### config.mk
export PLATFORM = sky130hd
export DESIGN_NAME = panel_bus_sequencer
export DESIGN_NICKNAME = d
export VERILOG_FILES = /design/src/rtl/panel_bus_sequencer.sv
export SDC_FILE = /design/constraint.sdc
export NUM_CORES = 1
export LEC_CHECK = 0
export BUFFER_PORTS_ARGS = -buffer_cell sky130_fd_sc_hd__buf_2
export CAP_MARGIN = 40
export CORE_ASPECT_RATIO = 0.75
export CORE_MARGIN = 2
export CORE_UTILIZATION = 38
export CTS_BUF_LIST = sky130_fd_sc_hd__clkbuf_16
export DETAILED_ROUTE_END_ITERATION = 10
export GPL_TIMING_DRIVEN = 0
export PLACE_DENSITY = 0.63
export SETUP_SLACK_MARGIN = 0.02
export SYNTH_ARGS = -nofsm -noshare
export SYNTH_HDL_FRONTEND = slang
export SYNTH_SLANG_ARGS = --single-unit
### constraint.sdc
create_clock -name clk -period 2.4 [get_ports clk]
set_clock_uncertainty 0.05 [all_clocks]
set_input_delay 0.48 -clock clk [delete_from_list [all_inputs] [get_ports clk]]
set_output_delay 0.48 -clock clk [all_outputs]
set_load 0.05 [all_outputs]
### src/rtl/panel_bus_sequencer.sv
// panel_bus_sequencer: front-panel examine/deposit sequencer for the shared 6502
// address/data bus and external RAM. It waits for the CPU to halt and takes the
// bus break-before-make. It then runs one timed RAM cycle, hands the bus back,
// and pulses ack.
// Optional feature: define PANEL_TIMEOUT_EN to bound the halt wait by TIMEOUT_CYC
// cycles. On expiry the access ends with ack+err and the bus is never touched.
module panel_bus_sequencer #(
  parameter int TURN_CYC    = 3,
  parameter int SETUP_CYC   = 2,
  parameter int STROBE_CYC  = 4,
  parameter int HOLD_CYC    = 1,
  parameter int TIMEOUT_CYC = 4095
) (
  input  logic        clk,
  input  logic        rst_n,
  input  logic        req,
  input  logic        wr,
  input  logic [15:0] addr,
  input  logic [7:0]  wdata,
  input  logic [7:0]  d_in,
  input  logic        cpu_stopped,
  input  logic        phi2_sync,
  output logic        busy,
  output logic        ack,
  output logic        err,
  output logic [7:0]  rdata,
  output logic        bus_drive_n,
  output logic        phys_bus_en_n,
  output logic [15:0] a_out,
  output logic [7:0]  d_out,
  output logic        d_oe,
  output logic        ram_cs_n,
  output logic        rw_out
);

  // Reject phase lengths the 8-bit saturating phase counter cannot time.
  if (TURN_CYC < 1 || TURN_CYC > 255 || SETUP_CYC < 1 || SETUP_CYC > 255 ||
      STROBE_CYC < 1 || STROBE_CYC > 255 || HOLD_CYC < 1 || HOLD_CYC > 255 ||
      TIMEOUT_CYC < 1) begin : g_bad_param
    $error("panel_bus_sequencer: phase lengths must be 1..255, timeout >= 1");
  end

  localparam logic [7:0] TURN_LAST   = 8'(TURN_CYC - 1);
  localparam logic [7:0] SETUP_LAST  = 8'(SETUP_CYC - 1);
  localparam logic [7:0] STROBE_LAST = 8'(STROBE_CYC - 1);
  localparam logic [7:0] HOLD_LAST   = 8'(HOLD_CYC - 1);

  typedef enum logic [2:0] {
    S_IDLE, S_WAIT_HALT, S_RELEASE, S_SETUP, S_STROBE, S_HOLD, S_RETURN, S_DONE
  } state_t;

  state_t      state, state_nxt;
  logic [7:0]  phase_cnt;
  logic        wr_q;
  logic [15:0] addr_q;
  logic [7:0]  wdata_q;
  logic        timeout_hit;
  logic        drive_n_nxt, phys_n_nxt, cs_n_nxt, rw_nxt, doe_nxt;

`ifdef PANEL_TIMEOUT_EN
  localparam int TMO_W = $clog2(TIMEOUT_CYC + 1);
  localparam logic [TMO_W-1:0] TMO_LAST = TMO_W'(TIMEOUT_CYC - 1);
  logic [TMO_W-1:0] tmo_cnt;

  // Halt-wait timer: counts cycles spent in WAIT_HALT, cleared whenever we leave.
  always_ff @(posedge clk) begin
    if (!rst_n)                                            tmo_cnt <= '0;
    else if (state == S_WAIT_HALT && state_nxt == S_WAIT_HALT) tmo_cnt <= tmo_cnt + 1'b1;
    else                                                   tmo_cnt <= '0;
  end

  assign timeout_hit = (state == S_WAIT_HALT) && (tmo_cnt == TMO_LAST);

  // err qualifies the ack of an access that gave up waiting for the halt.
  always_ff @(posedge clk) begin
    if (!rst_n) err <= 1'b0;
    else        err <= (state == S_WAIT_HALT) && (state_nxt == S_DONE);
  end
`else
  assign timeout_hit = 1'b0;
  assign err         = 1'b0;
`endif

  // State register.
  always_ff @(posedge clk) begin
    if (!rst_n) state <= S_IDLE;
    else        state <= state_nxt;
  end

  // Phase timer: restarts on every state change, saturates so it never wraps.
  always_ff @(posedge clk) begin
    if (!rst_n)                  phase_cnt <= '0;
    else if (state_nxt != state) phase_cnt <= '0;
    else if (phase_cnt != 8'hFF) phase_cnt <= phase_cnt + 8'd1;
  end

  // Next state, and bus-control values for the state being entered.
  always_comb begin
    state_nxt   = state;
    drive_n_nxt = 1'b1;
    phys_n_nxt  = 1'b0;
    cs_n_nxt    = 1'b1;
    rw_nxt      = 1'b1;
    doe_nxt     = 1'b0;
    case (state)
      S_IDLE:      if (req) state_nxt = S_WAIT_HALT;
      S_WAIT_HALT: if (cpu_stopped && !phi2_sync) state_nxt = S_RELEASE;
                   else if (timeout_hit)          state_nxt = S_DONE;
      // CPU resumed before we drove anything: hand the bus straight back.
      S_RELEASE:   if (!cpu_stopped)                state_nxt = S_WAIT_HALT;
                   else if (phase_cnt == TURN_LAST) state_nxt = S_SETUP;
      S_SETUP:     if (phase_cnt == SETUP_LAST)  state_nxt = S_STROBE;
      S_STROBE:    if (phase_cnt == STROBE_LAST) state_nxt = S_HOLD;
      S_HOLD:      if (phase_cnt == HOLD_LAST)   state_nxt = S_RETURN;
      S_RETURN:    if (phase_cnt == TURN_LAST)   state_nxt = S_DONE;
      S_DONE:      state_nxt = S_IDLE;
      default:     state_nxt = S_IDLE;
    endcase
    // Transceivers and FPGA drivers are never enabled together.
    case (state_nxt)
      S_RELEASE, S_RETURN: phys_n_nxt = 1'b1;
      S_SETUP, S_STROBE, S_HOLD: begin
        phys_n_nxt  = 1'b1;
        drive_n_nxt = 1'b0;
        rw_nxt      = ~wr_q;
        doe_nxt     = wr_q;
        cs_n_nxt    = (state_nxt != S_STROBE);
      end
      default: ;
    endcase
  end

  // Registered outputs, request latch and read-data capture.
  always_ff @(posedge clk) begin
    if (!rst_n) begin
      busy          <= 1'b0;
      ack           <= 1'b0;
      rdata         <= '0;
      bus_drive_n   <= 1'b1;
      phys_bus_en_n <= 1'b0;
      a_out         <= '0;
      d_out         <= '0;
      d_oe          <= 1'b0;
      ram_cs_n      <= 1'b1;
      rw_out        <= 1'b1;
      wr_q          <= 1'b0;
      addr_q        <= '0;
      wdata_q       <= '0;
    end else begin
      busy          <= (state_nxt != S_IDLE);
      ack           <= (state_nxt == S_DONE);
      bus_drive_n   <= drive_n_nxt;
      phys_bus_en_n <= phys_n_nxt;
      d_oe          <= doe_nxt;
      ram_cs_n      <= cs_n_nxt;
      rw_out        <= rw_nxt;
      if (state == S_IDLE && req) begin
        wr_q    <= wr;
        addr_q  <= addr;
        wdata_q <= wdata;
      end
      if (state == S_RELEASE && state_nxt == S_SETUP) begin
        a_out <= addr_q;
        d_out <= wdata_q;
      end
      // RAM data is sampled at the end of the strobe, after its access time.
      if (state == S_STROBE && phase_cnt == STROBE_LAST && !wr_q)
        rdata <= d_in;
    end
  end

endmodule

-- Word level (Yosys, flattened, before mapping)
Index checks and enable logic that the tools add are counted.
- register bits: 75
- bits in latches: 0
- memory bits (writable): 0
- bits in read-only memories: 0
- bits of input ports: 38
- output and inout port bits: 40
- memories kept: 0
- add/sub/neg operators: 1
- $mul: 0
- div/mod/pow operators: 0
- magnitude comparators: 0
- eq/ne operators: 19
- shift-type cells: 0
- muxes and demuxes: 11
- bitwise logic cells: 2
- reductions and logical operators: 14
- operator list (operator ; count):
    equality test 3 bit, second input constant ; 8
    two-way mux 3 bit ; 8
    case mux 3 bit (8 select lines) ; 1
    equality test 8 x 2 -> 1 bit, second input constant ; 2
    equality test 3 x 2 -> 1 bit, second input constant ; 4
    adder 8 x 1 -> 8 bit, second input constant ; 1
    equality test 8 x 1 -> 1 bit, second input constant ; 1
    zero test 8 bit ; 1
    != test 8 bit, second input constant ; 1
    logical AND 1 bit ; 5
    OR reduction 5 bit ; 1
    equality test 3 x 1 -> 1 bit, second input constant ; 1
    zero test 3 bit ; 1
    != test 3 bit ; 1
    != test 3 bit, second input constant ; 1
    nonzero test 3 bit ; 1
    OR reduction 3 bit ; 1
    zero test 1 bit ; 2
    two-way mux 1 bit ; 2
    NOT 1 bit ; 2
    AND reduction 2 bit ; 1
    OR reduction 2 bit ; 1

-- Depth between registers and ports, before layout
Gate-level depths: netlist of the first run.
- word-level depth: 7
- gate-level depth with buffers: 9
- mapped depth without buffers: 7

-- Worst setup path before layout of the first run
OpenSTA, ideal clock, no wires.
- path type: register to register
- from: register phase_cnt[7]
- to: register a_out[15]
- data arrival time: 1.751 ns
- required time: 2.222 ns
- path slack: 0.471 ns
- stages on the path, launching flop included: 8
- buffers on the path: 2
- period minus slack after synthesis: 1.929 ns
- path through: dfxtp_1 -> or4_4 -> a211oi_4 -> o2111ai_2 -> buf_4 -> buf_6 -> nand3_1 -> o21ai_1
- word-level cells in the longest chain between the ends: 6
- elaborated cells between the ends (all ways): 13
- classes of those cells: eq/ne (4); mux (7); reduce/logical (2)
- RTL lines (what ; RTL line ; RTL):
    from (decl) ; 53 ; logic [7:0] phase_cnt;
    from (signal assigned) ; 94 ; else if (phase_cnt != 8'hFF) phase_cnt <= phase_cnt + 8'd1;
    equality test 8 x 2 -> 1 bit ; 111, 115 ;
    two-way mux 3 bit ; 111 ; else if (phase_cnt == TURN_LAST) state_nxt = S_SETUP;
    two-way mux 3 bit ; 110 ; S_RELEASE: if (!cpu_stopped) state_nxt = S_WAIT_HALT;
    case mux 3 bit (8 select lines) (*) ; 105 ; case (state)
    equality test 3 x 2 -> 1 bit (*) ; 162 ; if (state == S_RELEASE && state_nxt == S_SETUP) begin
    logical AND 1 bit (*) ; 162 ;
    to (signal assigned) ; 163 ; a_out <= addr_q;
    to (decl) ; 29 ; output logic [15:0] a_out,
Mark *: on every way between the ends. The rest lies on a longest branch, timed or not.
A chain may end at the register's enable or synchronous reset.

-- Worst setup path after layout of the first run
- from: register phase_cnt[0]
- to: register phase_cnt[7]
- word-level cells in the longest chain between the ends: 6
- elaborated cells between the ends (all ways): 15
- classes of those cells: add/sub (1); eq/ne (5); mux (7); reduce/logical (2)
- RTL lines (what ; RTL line ; RTL):
    equality test 8 x 2 -> 1 bit ; 111, 115 ;
    two-way mux 3 bit ; 111 ;
    two-way mux 3 bit ; 110 ;
    case mux 3 bit (8 select lines) ; 105 ;
    != test 3 bit ; 93 ; else if (state_nxt != state) phase_cnt <= '0;
    OR reduction 2 bit (no source line) ; -- ;
Parallel ways exist; a longest one is shown, timed or not.

==> flow_summary_export.csv, run 1 <==
group,metric,value,unit
status,status,"finished, final reports clean",
logic_synthesis,synthTopCellsByArea,"dfxtp_1, nand2_1, a21boi_0, nand3_1, o21ai_1",
route,drt-initial-drc-count,106,
logic_synthesis,yosys.area.top_type_share,0.480,
worst_hold_path,hold_path.class,"in2reg",
clock_network,h-tree-depth,3,
sta,hold_ws,349,ps
clock_network,tritoncts,"yes",
critical_path,start_kind,"register",
flow_run,drv_cap,0,
sta,min_period_over_period,0.916,
floorplanning,rows,28,
logic_synthesis,syn_nets,404,
global_routing,grt_max_degree,14,
clock_network,clock_sinks,75,
sta,min_period,2200,ps
sta,slew_viol_final,0,
logic_synthesis,synth-simple-area-share,0.261,
clock_network,cts_buffers,9,
global_routing,grt_pass1_vias,2520,
logic_synthesis,yosys.cell_count.top_type,"nand2_1",
final_layout,postLayoutCellArea,3970,µm²
logic_synthesis,synth_xor_area_frac,0.00560,
critical_path,critPathTopFamily,"simple AND/OR/NAND/NOR gates",
critical_path,reg2reg_from,"phase_cnt[0]",
final_layout,num_antenna_cells,0,
place,gp_congestion,0.877,
critical_path,critPathArrivalTime,2380,ps
route,drc,0,
logic_synthesis,yosysUniqueCellTypes,51,
final_layout,drive_gt1_frac,0.244,
logic_synthesis,netlist_instances,362,
final_layout,multi_input_area,1500,µm²
critical_path,crit_path_end_kind,"register",
logic_synthesis,synthAdderAreaFrac,0.0160,
place,numPortBuffers,75,
logic_synthesis,yosysWarnings,0,
critical_path,cp_max_fo,8,
critical_path,setup.worst_path.start,"phase_cnt[0]",
logic_synthesis,synth_area_per_cell,8.64,µm²
critical_path,worst-path-stages,7,
sta,slew-limit-headroom,0.579,
logic_synthesis,synthesis.area,3130,µm²
place,hpwl,5530,µm
critical_path,path_buf_inv,1,
critical_path,cp_cell_sequence,"inv_1 -> ha_1 -> and3b_1 -> a31oi_2 -> o211ai_2 -> mux2_4 -> nor4_1",
power_and_ir_drop,power.total,0.00298,W
critical_path,crit_required,2580,ps
global_routing,grt_use_total,0.176,
critical_path,slowest_delay,410,ps
place,postPlaceCellArea,3640,µm²
final_layout,fillers,773,
final_layout,synthToLayoutAreaGrowth,26.8,%
place,dp.cells,542,
critical_path,reg2reg_depth,7,
final_layout,seq_area,1500,µm²
critical_path,worst-setup-path-type,"reg2reg",
sta,tightest_slew,623,ps
final_layout,nets,491,
critical_path,worst_path_max_delay_cell,"dfxtp_1",
power_and_ir_drop,power_density,752,nW/µm²
floorplanning,start_util,0.393,
logic_synthesis,synth.mux.area_fraction,0.0304,
power_and_ir_drop,static-leakage-power,1.56,nW
floorplanning,die_w,109,µm
critical_path,crit_end,"phase_cnt[7]",
floorplanning,io_pins,78,
logic_synthesis,synth_ff_type,"dfxtp_1",
clock_network,clockRootBuffer,"clkbuf_16",
global_routing,grt_overflow,0,
global_routing,antenna_found_initial,0,
floorplanning,die_y,82.6,µm
clock_network,cts_buffer_depth,2,
route,vias,2809,
route,avgViaCountPerCell,5.03,
logic_synthesis,ys_ff_latch,75,
route,routed_wl,7520,µm
logic_synthesis,synth_edf_count,0,
global_routing,grt_pass1_wl,12000,µm
sta,timing.fmax,0.455,GHz
sta,rsz0062_at_grt,"false",
critical_path,r2r_end,"phase_cnt[7]",
route,wire_per_inst,13.4,µm
floorplanning,core_area,7950,µm²
logic_synthesis,async_reset_ff_frac,0,
sta,finalSetupViolations,0,
logic_synthesis,synthTopCellsByCount,"nand2_1, dfxtp_1, nand3_1",
critical_path,r2r_slack,200,ps
clock_network,clk_latency,330,ps
logic_synthesis,synth-compound-area-share,0.162,
final_layout,layout.cells.non_filler,559,
clock_network,clkTransAtPathRegs,60,ps
floorplanning,die_area,8980,µm²
power_and_ir_drop,vdd.ir_drop.worst,0.278,mV
logic_synthesis,ys_seq_area_frac,0.480,
route,drt_pre_antenna_iters,4,
route,postRouteAntennaNets,0,
sta,fin_setup_tns,0,ps
sta,hold_viol_final,0,
logic_synthesis,synth_top_family_by_area,"simple AND/OR/NAND/NOR gates",
logic_synthesis,yosysTopAreaCell,"dfxtp_1",
clock_network,cts_hold_buf,0,
-- where the power goes --
part	total, W	internal (W)	switching [W]	leakage (nW)
sequential	0.00131	0.00129	0.0000238	0.609
clock	0.00142	0.000906	0.000510	0.151
combinational	0.000259	0.0000960	0.000163	0.805
total	0.00298	0.00229	0.000697	1.56
-- cells by family (layout without fill, tap and decap cells) --
logic type | after synthesis | after routing
xor gates and xnor gates | 2 | 2
and+or+nand+nor | 166 | 166
AOI/OAI and AO/OA | 75 | 75
muxes | 9 | 9
buffers and inverters | 30 | 122
other | 1 | 1
DFF | 75 | 75
adders and majority gates | 4 | 4
-- worst reg2reg max path, delay by kind of cell, from the launching register on --
family / cells / cell delay, ps
multiplexers: 1 / 390
adder cells (fa/ha/maj): 1 / 240
buffers and inverters: 1 / 90
flip-flops: 1 / 410
AND/OR/NAND/NOR: 2 / 510
AO/OA/AOI/OAI: 2 / 410
-- worst min path at each step --
stage	slack, ps	to	cells after the start	from
after floorplan	340	rw_out	1	wr_q
final	350	addr_q[13]	3	addr[13]
after global placement	380	d_out[7]	2	wdata_q[7]
after global routing	350	addr_q[11]	3	addr[11]
after detailed placement	390	d_out[4]	2	wdata_q[4]
after CTS	340	addr_q[12]	3	addr[12]
-- cell usage in the layout, fill, tap and decap left out, types with 2 or more instances in the layout --
master | synthesis | layout
buf_6 | 2 | 2
mux2i_1 | 8 | 8
nor2b_1 | 12 | 12
nand2_1 | 82 | 82
a21oi_1 | 4 | 4
inv_1 | 6 | 6
nand3b_1 | 3 | 3
nor2_1 | 8 | 8
nand3_1 | 31 | 31
clkinv_4 | 0 | 2
and3_1 | 4 | 4
buf_2 | 3 | 78
a21boi_0 | 27 | 27
bufinv_16 | 0 | 2
buf_1 | 3 | 3
dfxtp_1 | 75 | 75
clkbuf_1 | 14 | 14
nor4_1 | 2 | 2
a31oi_1 | 3 | 2
o21ai_0 | 6 | 6
ha_1 | 4 | 4
o21ai_1 | 25 | 25
buf_4 | 2 | 3
nor3_1 | 7 | 7
clkbuf_16 | 0 | 9
clkinv_1 | 0 | 2
and2_2 | 2 | 2
xnor2_1 | 2 | 2
-- metal layers --
metal  vias up  routed length [µm]  global-route usage
met2        97                3230               0.275
li1       1419                   -                   -
met5         -                   0                   0
met1      1280                3630               0.231
met3        13                 515              0.0502
met4         0                 138              0.0731
-- what timing repair did --
action | in CTS | in global routing
endpoints found under the setup margin | 0 | 3
setup buffers | 0 | 1
resized for setup | 0 | 1
-- layout make-up --
type	count	area share
inverter	6	0.00568
sequential	75	0.378
multi-input combinational	257	0.377
timing repair buffer	76	0.0965
clock buffer	9	0.0568
clock inverter	7	0.0233
tap	105	0.0331
buffer	24	0.0293
-- registers in the layout (all words and copies together) (netlist names), 3 cells and up --
signal,count
a_out,16
addr_q,16
d_out,8
phase_cnt,8
rdata,8
state,3
wdata_q,8
-- stage by stage --
step                setup WS [ps]   util
floorplan                     471      -
global placement              201  0.457
detailed placement            156  0.457
CTS                           142  0.497
global route                 38.0  0.499
finish                        202  0.499
Note: power is estimated with default switching activity, not from simulation.
==> run 2, diff against run 1 <==
- GPL_TIMING_DRIVEN: 0 -> default
==> run 2 against run 1 <==
Compared with the run above:
- combinational power shrank 3%
- final area shrank 2.9%
- non-clock buffer count is 17 lower
- global-route usage shrank 1.1 points
- critical path depth fell by 2
- register-to-register slack gained 40 ps
- clock power is 20% lower
- routed wire length shrank 7.9%
- die area unchanged
==> flow_summary_export.csv, run 2 (synthesized netlist as in run 1, its figures left out) <==
group,metric,value,unit
sta,slew_viol_final,0,
global_routing,grt_max_degree,61,
sta,rsz0062_at_grt,"false",
place,hpwl,4780,µm
global_routing,antenna_found_initial,0,
route,routed_wl,6930,µm
sta,finalSetupViolations,0,
sta,min_period_over_period,0.897,
global_routing,grt_use_total,0.165,
critical_path,crit_required,2570,ps
final_layout,postLayoutCellArea,3850,µm²
critical_path,worst-path-stages,5,
critical_path,reg2reg_depth,5,
power_and_ir_drop,power_density,702,nW/µm²
route,avgViaCountPerCell,4.88,
final_layout,layout_commonest_cell,"nand2_1",
clock_network,clkTransAtPathRegs,50,ps
place,dp_slack,282,ps
critical_path,worst-setup-path-type,"reg2reg",
critical_path,cp_cell_sequence,"nor4_4 -> a311oi_1 -> nor4_2 -> o221ai_1 -> and3_1",
clock_network,cts_hold_buf,0,
critical_path,r2r_end,"d_oe",
route,postRouteAntennaNets,0,
floorplanning,die_w,109,µm
floorplanning,rows,28,
route,vias,2640,
critical_path,critPathArrivalTime,2320,ps
sta,fin_setup_tns,0,ps
final_layout,utilization,0.485,
floorplanning,io_pins,78,
critical_path,worst_path_max_delay_cell,"nor4_4",
final_layout,drive_gt1_frac,0.245,
final_layout,num_antenna_cells,0,
flow_run,drv_cap,0,
place,gp_congestion,0.907,
route,drt_pre_antenna_iters,4,
global_routing,grt_overflow,0,
clock_network,cts_resized,0,
critical_path,setup.worst_path.start,"phase_cnt[7]",
clock_network,clk_latency,320,ps
critical_path,path_buf_inv,0,
clock_network,clockRootBuffer,"clkbuf_16",
final_layout,nets,474,
critical_path,start_kind,"register",
clock_network,cts_buffer_depth,2,
status,status,"finished, final reports clean",
floorplanning,core_area,7950,µm²
route,drt-initial-drc-count,109,
critical_path,crit_end,"d_oe",
clock_network,clock_sinks,75,
final_layout,synthToLayoutAreaGrowth,23.2,%
clock_network,tritoncts,"yes",
critical_path,cp_max_fo,8,
power_and_ir_drop,vdd.ir_drop.worst,0.346,mV
route,drc,0,
floorplanning,die_area,8980,µm²
sta,setup_slack,247,ps
sta,min_period,2150,ps
sta,timing.fmax,0.464,GHz
critical_path,r2r_slack,250,ps
route,wire_per_inst,12.8,µm
clock_network,h-tree-depth,3,
power_and_ir_drop,static-leakage-power,1.53,nW
sta,hold_viol_final,0,
final_layout,reg_top3,"a_out x16, addr_q x16",
place,numPortBuffers,76,
place,postPlaceCellArea,3600,µm²
worst_hold_path,hold_path.class,"in2reg",
global_routing,grt_pass1_vias,2474,
global_routing,grt_pass1_wl,11500,µm
final_layout,final_cell_mix,"nand2_1, buf_2, dfxtp_1, nand3_1, a21boi_0",
critical_path,crit_path_end_kind,"register",
critical_path,critPathTopFamily,"simple AND/OR/NAND/NOR gates",
critical_path,reg2reg_from,"phase_cnt[7]",
clock_network,cts_buffers,9,
clock_network,cts_setup_buffers,0,
floorplanning,die_y,82.6,µm
critical_path,slowest_delay,480,ps
floorplanning,start_util,0.393,
[run 2: cell types whose count changed in the layout (fill, tap and decap cells not counted), moves of 2 or more]
cell       delta
buf_2         -2
buf_1         -3
inv_1         +3
buf_6         -2
buf_4         +3
clkinv_4      -2
clkbuf_1     -14
bufinv_16     -2
[run 2: worst min-delay path by stage]
stage / from / to / slack, ps / depth (start not counted)
3_3_place_gp: wdata_q[7] / d_out[7] / 380 / 2
2_1_floorplan: wr_q / rw_out / 340 / 1
5_1_grt: wdata[6] / wdata_q[6] / 350 / 3
4_1_cts: addr[12] / addr_q[12] / 340 / 3
3_5_place_dp: wr_q / rw_out / 370 / 1
6_report: wdata[7] / wdata_q[7] / 350 / 3
[run 2: final cells by class]
type	instances	area, µm²
clock buffers	9	225
clock inverters	6	27.5
fillers	785	4100
inverters	6	22.5
multi-input cells	257	1500
flip-flops and latches	75	1500
well taps	105	131
repair buffers	83	445
[run 2: through the flow]
step / hold slack [ps] / instances / total power, W
4_1_cts: 337 / 541 / 0.00275
3_3_place_gp: 383 / 526 / 0.00159
3_5_place_dp: 372 / 526 / 0.00159
6_report: 347 / 541 / 0.00270
2_1_floorplan: 340 / 362 / 0.00150
5_1_grt: 349 / 541 / 0.00284
[run 2: power breakdown]
part / internal (W) / leakage [nW] / switching (W)
combinational: 0.0000966 / 0.784 / 0.000154
sequential: 0.00129 / 0.609 / 0.0000286
clock: 0.000675 / 0.133 / 0.000464
[run 2: tightest hold or removal path: cells and delay by family]
kind	cells	cell delay, ps
buffers and inverters	1	90
AO/OA/AOI/OAI	1	60
AND/OR/NAND/NOR	1	40
[run 2: routing by layer]
layer,part of all wire,global-route usage
met3,0.086,0.0651
met2,0.42,0.256
met4,0.0081,0.0500
met5,0,0
met1,0.48,0.213
==> run 3, diff against run 2 <==
- ABC_AREA: default -> 1
==> run 3 against run 2 <==
Compared with the run above:
- routed wire length down 4.7%
- area after synthesis is 0.56% higher
- utilization increased by 0.49 points
- non-clock buffer count down 1
- worst hold slack lost 6.1 ps
- final cell count grew 12%
- largest power group unchanged
==> flow_summary_export.csv, run 3 <==
group,metric,value,unit
route,postRouteAntennaNets,0,
clock_network,clkTransAtPathRegs,50,ps
critical_path,start_kind,"register",
floorplanning,rows,28,
final_layout,nets,539,
logic_synthesis,yosys.area.top_type_share,0.477,
final_layout,fillers,774,
sta,fin_setup_tns,0,ps
clock_network,clock_sinks,75,
floorplanning,core_area,7950,µm²
critical_path,reg2reg_from,"phase_cnt[0]",
power_and_ir_drop,power.total,0.00286,W
logic_synthesis,synth_ff_type,"dfxtp_1",
final_layout,synthToLayoutAreaGrowth,23.7,%
global_routing,grt_pass1_wl,11100,µm
logic_synthesis,synthTopCellsByCount,"dfxtp_1, nand2_1, inv_1",
flow_run,drv_cap,0,
final_layout,seq_area,1500,µm²
critical_path,setup.worst_path.start,"phase_cnt[0]",
place,gp_congestion,0.845,
logic_synthesis,syn_nets,465,
floorplanning,start_util,0.396,
critical_path,crit_path_end_kind,"register",
place,hpwl,4550,µm
sta,slew_viol_final,0,
sta,hold_viol_final,0,
place,numPortBuffers,76,
sta,hold_ws,341,ps
sta,min_period_over_period,0.832,
floorplanning,die_y,82.8,µm
sta,finalSetupViolations,0,
clock_network,cts_buffers,9,
logic_synthesis,synthesis.area,3150,µm²
route,avgViaCountPerCell,4.52,
global_routing,grt_pass1_vias,2432,
critical_path,crit_required,2570,ps
global_routing,grt_overflow,0,
logic_synthesis,yosys.cell_count.top_type,"dfxtp_1",
clock_network,cts_buffer_depth,2,
route,vias,2739,
worst_hold_path,worstHoldStart,"d_in[6]",
logic_synthesis,yosysWarnings,0,
route,drt_pre_antenna_iters,4,
clock_network,clk_latency,320,ps
place,dp.cells,590,
logic_synthesis,ys_seq_area_frac,0.477,
clock_network,h-tree-depth,3,
route,wire_per_inst,10.9,µm
route,drc,0,
final_layout,num_antenna_cells,0,
logic_synthesis,synth_edf_count,0,
global_routing,antenna_found_initial,0,
sta,timing.fmax,0.501,GHz
final_layout,drive_gt1_frac,0.255,
worst_hold_path,hold_path.class,"in2reg",
clock_network,tritoncts,"yes",
logic_synthesis,synth_area_per_cell,7.44,µm²
sta,min_period,2000,ps
logic_synthesis,async_reset_ff_frac,0,
floorplanning,die_w,109,µm
floorplanning,die_area,9030,µm²
logic_synthesis,synthTopCellsByArea,"dfxtp_1, nand2_1, inv_1, nor2_1, o21ai_0",
global_routing,grt_max_degree,49,
route,drt-initial-drc-count,173,
sta,rsz0062_at_grt,"false",
logic_synthesis,yosysTopAreaCell,"dfxtp_1",
logic_synthesis,ys_ff_latch,75,
critical_path,critPathArrivalTime,2170,ps
final_layout,multi_input_area,1280,µm²
route,routed_wl,6600,µm
logic_synthesis,netlist_instances,423,
final_layout,layout_commonest_cell,"buf_2",
critical_path,worst-setup-path-type,"reg2reg",
floorplanning,io_pins,78,
critical_path,cp_max_fo,48,
global_routing,grt_use_total,0.156,
final_layout,reg_top3,"a_out x16, addr_q x16",
clock_network,clockRootBuffer,"clkbuf_16",
power_and_ir_drop,static-leakage-power,1.95,nW
logic_synthesis,yosysUniqueCellTypes,31,
final_layout,final_cell_mix,"buf_2, dfxtp_1, nand2_1, inv_1, nor2_1",
final_layout,layout.cells.non_filler,606,
power_and_ir_drop,vdd.ir_drop.worst,0.383,mV
power_and_ir_drop,power_density,734,nW/µm²
status,status,"finished, final reports clean",
run 3: critical path: stages, from the launching register on:
cell	delay [ps]
dfxtp_1	400
inv_1	110
ha_1	200
nand2_1	110
nor2_1	60
nor2_1	80
nor2_1	50
nor2_2	110
nand3_2	120
nand4_2	120
buf_12	260
nand2_1	90
nand2_1	70
nor2_1	40
run 3: per-stage QoR:
| stage | setup slack [ps] | util | instance area (µm²) |
|---|---|---|---|
| floorplan | 529 | - | 3150 |
| global placement | 394 | 0.453 | 3600 |
| detailed placement | 289 | 0.453 | 3600 |
| CTS | 262 | 0.488 | 3880 |
| global route | 135 | 0.489 | 3890 |
| finish | 404 | 0.489 | 3890 |
run 3: repair_timing:
item                                    CTS  global route
gates resized for setup                   0             1
endpoints found under the setup margin    0            12
setup buffers                             0             1
hold buffers                              0             0
run 3: logic make-up after synthesis:
group                      synth area share
AOI/OAI and AO/OA                     0.114
DFF                                   0.477
adders and majority gates            0.0159
other                               0.00119
buffers and inverters                 0.117
and+or+nand+nor                       0.264
xor gates and xnor gates             0.0111
run 3: per-layer routing:
metal / track usage / up-vias / wire length [µm]
met5: 0 / - / 0
met4: 0.0629 / 0 / 111
met3: 0.0557 / 9 / 343
met2: 0.241 / 64 / 2970
met1: 0.198 / 1211 / 3180
li1: - / 1455 / -
run 3: final timing paths:
kind	to	slack (ps)	cells after the start
max	d_out[3]	400	13
min	rdata[6]	340	3
max reg2reg	d_out[3]	400	13
min reg2reg	wdata_q[0]	400	2
run 3: cell type report:
| cell class | instances | area share |
|---|---|---|
| tap | 105 | 0.0338 |
| timing repair buffer | 82 | 0.116 |
| clock inverter | 6 | 0.0148 |
| multi-input combinational | 263 | 0.329 |
| inverter | 66 | 0.0636 |
| clock buffer | 9 | 0.0579 |
| sequential | 75 | 0.386 |
run 3: where the power goes:
part / total, W / internal, W / switching, W
Clock: 0.00127 / 0.000790 / 0.000484
Sequential: 0.00135 / 0.00131 / 0.0000444
Combinational: 0.000232 / 0.0000843 / 0.000148
Total: 0.00286 / 0.00218 / 0.000676
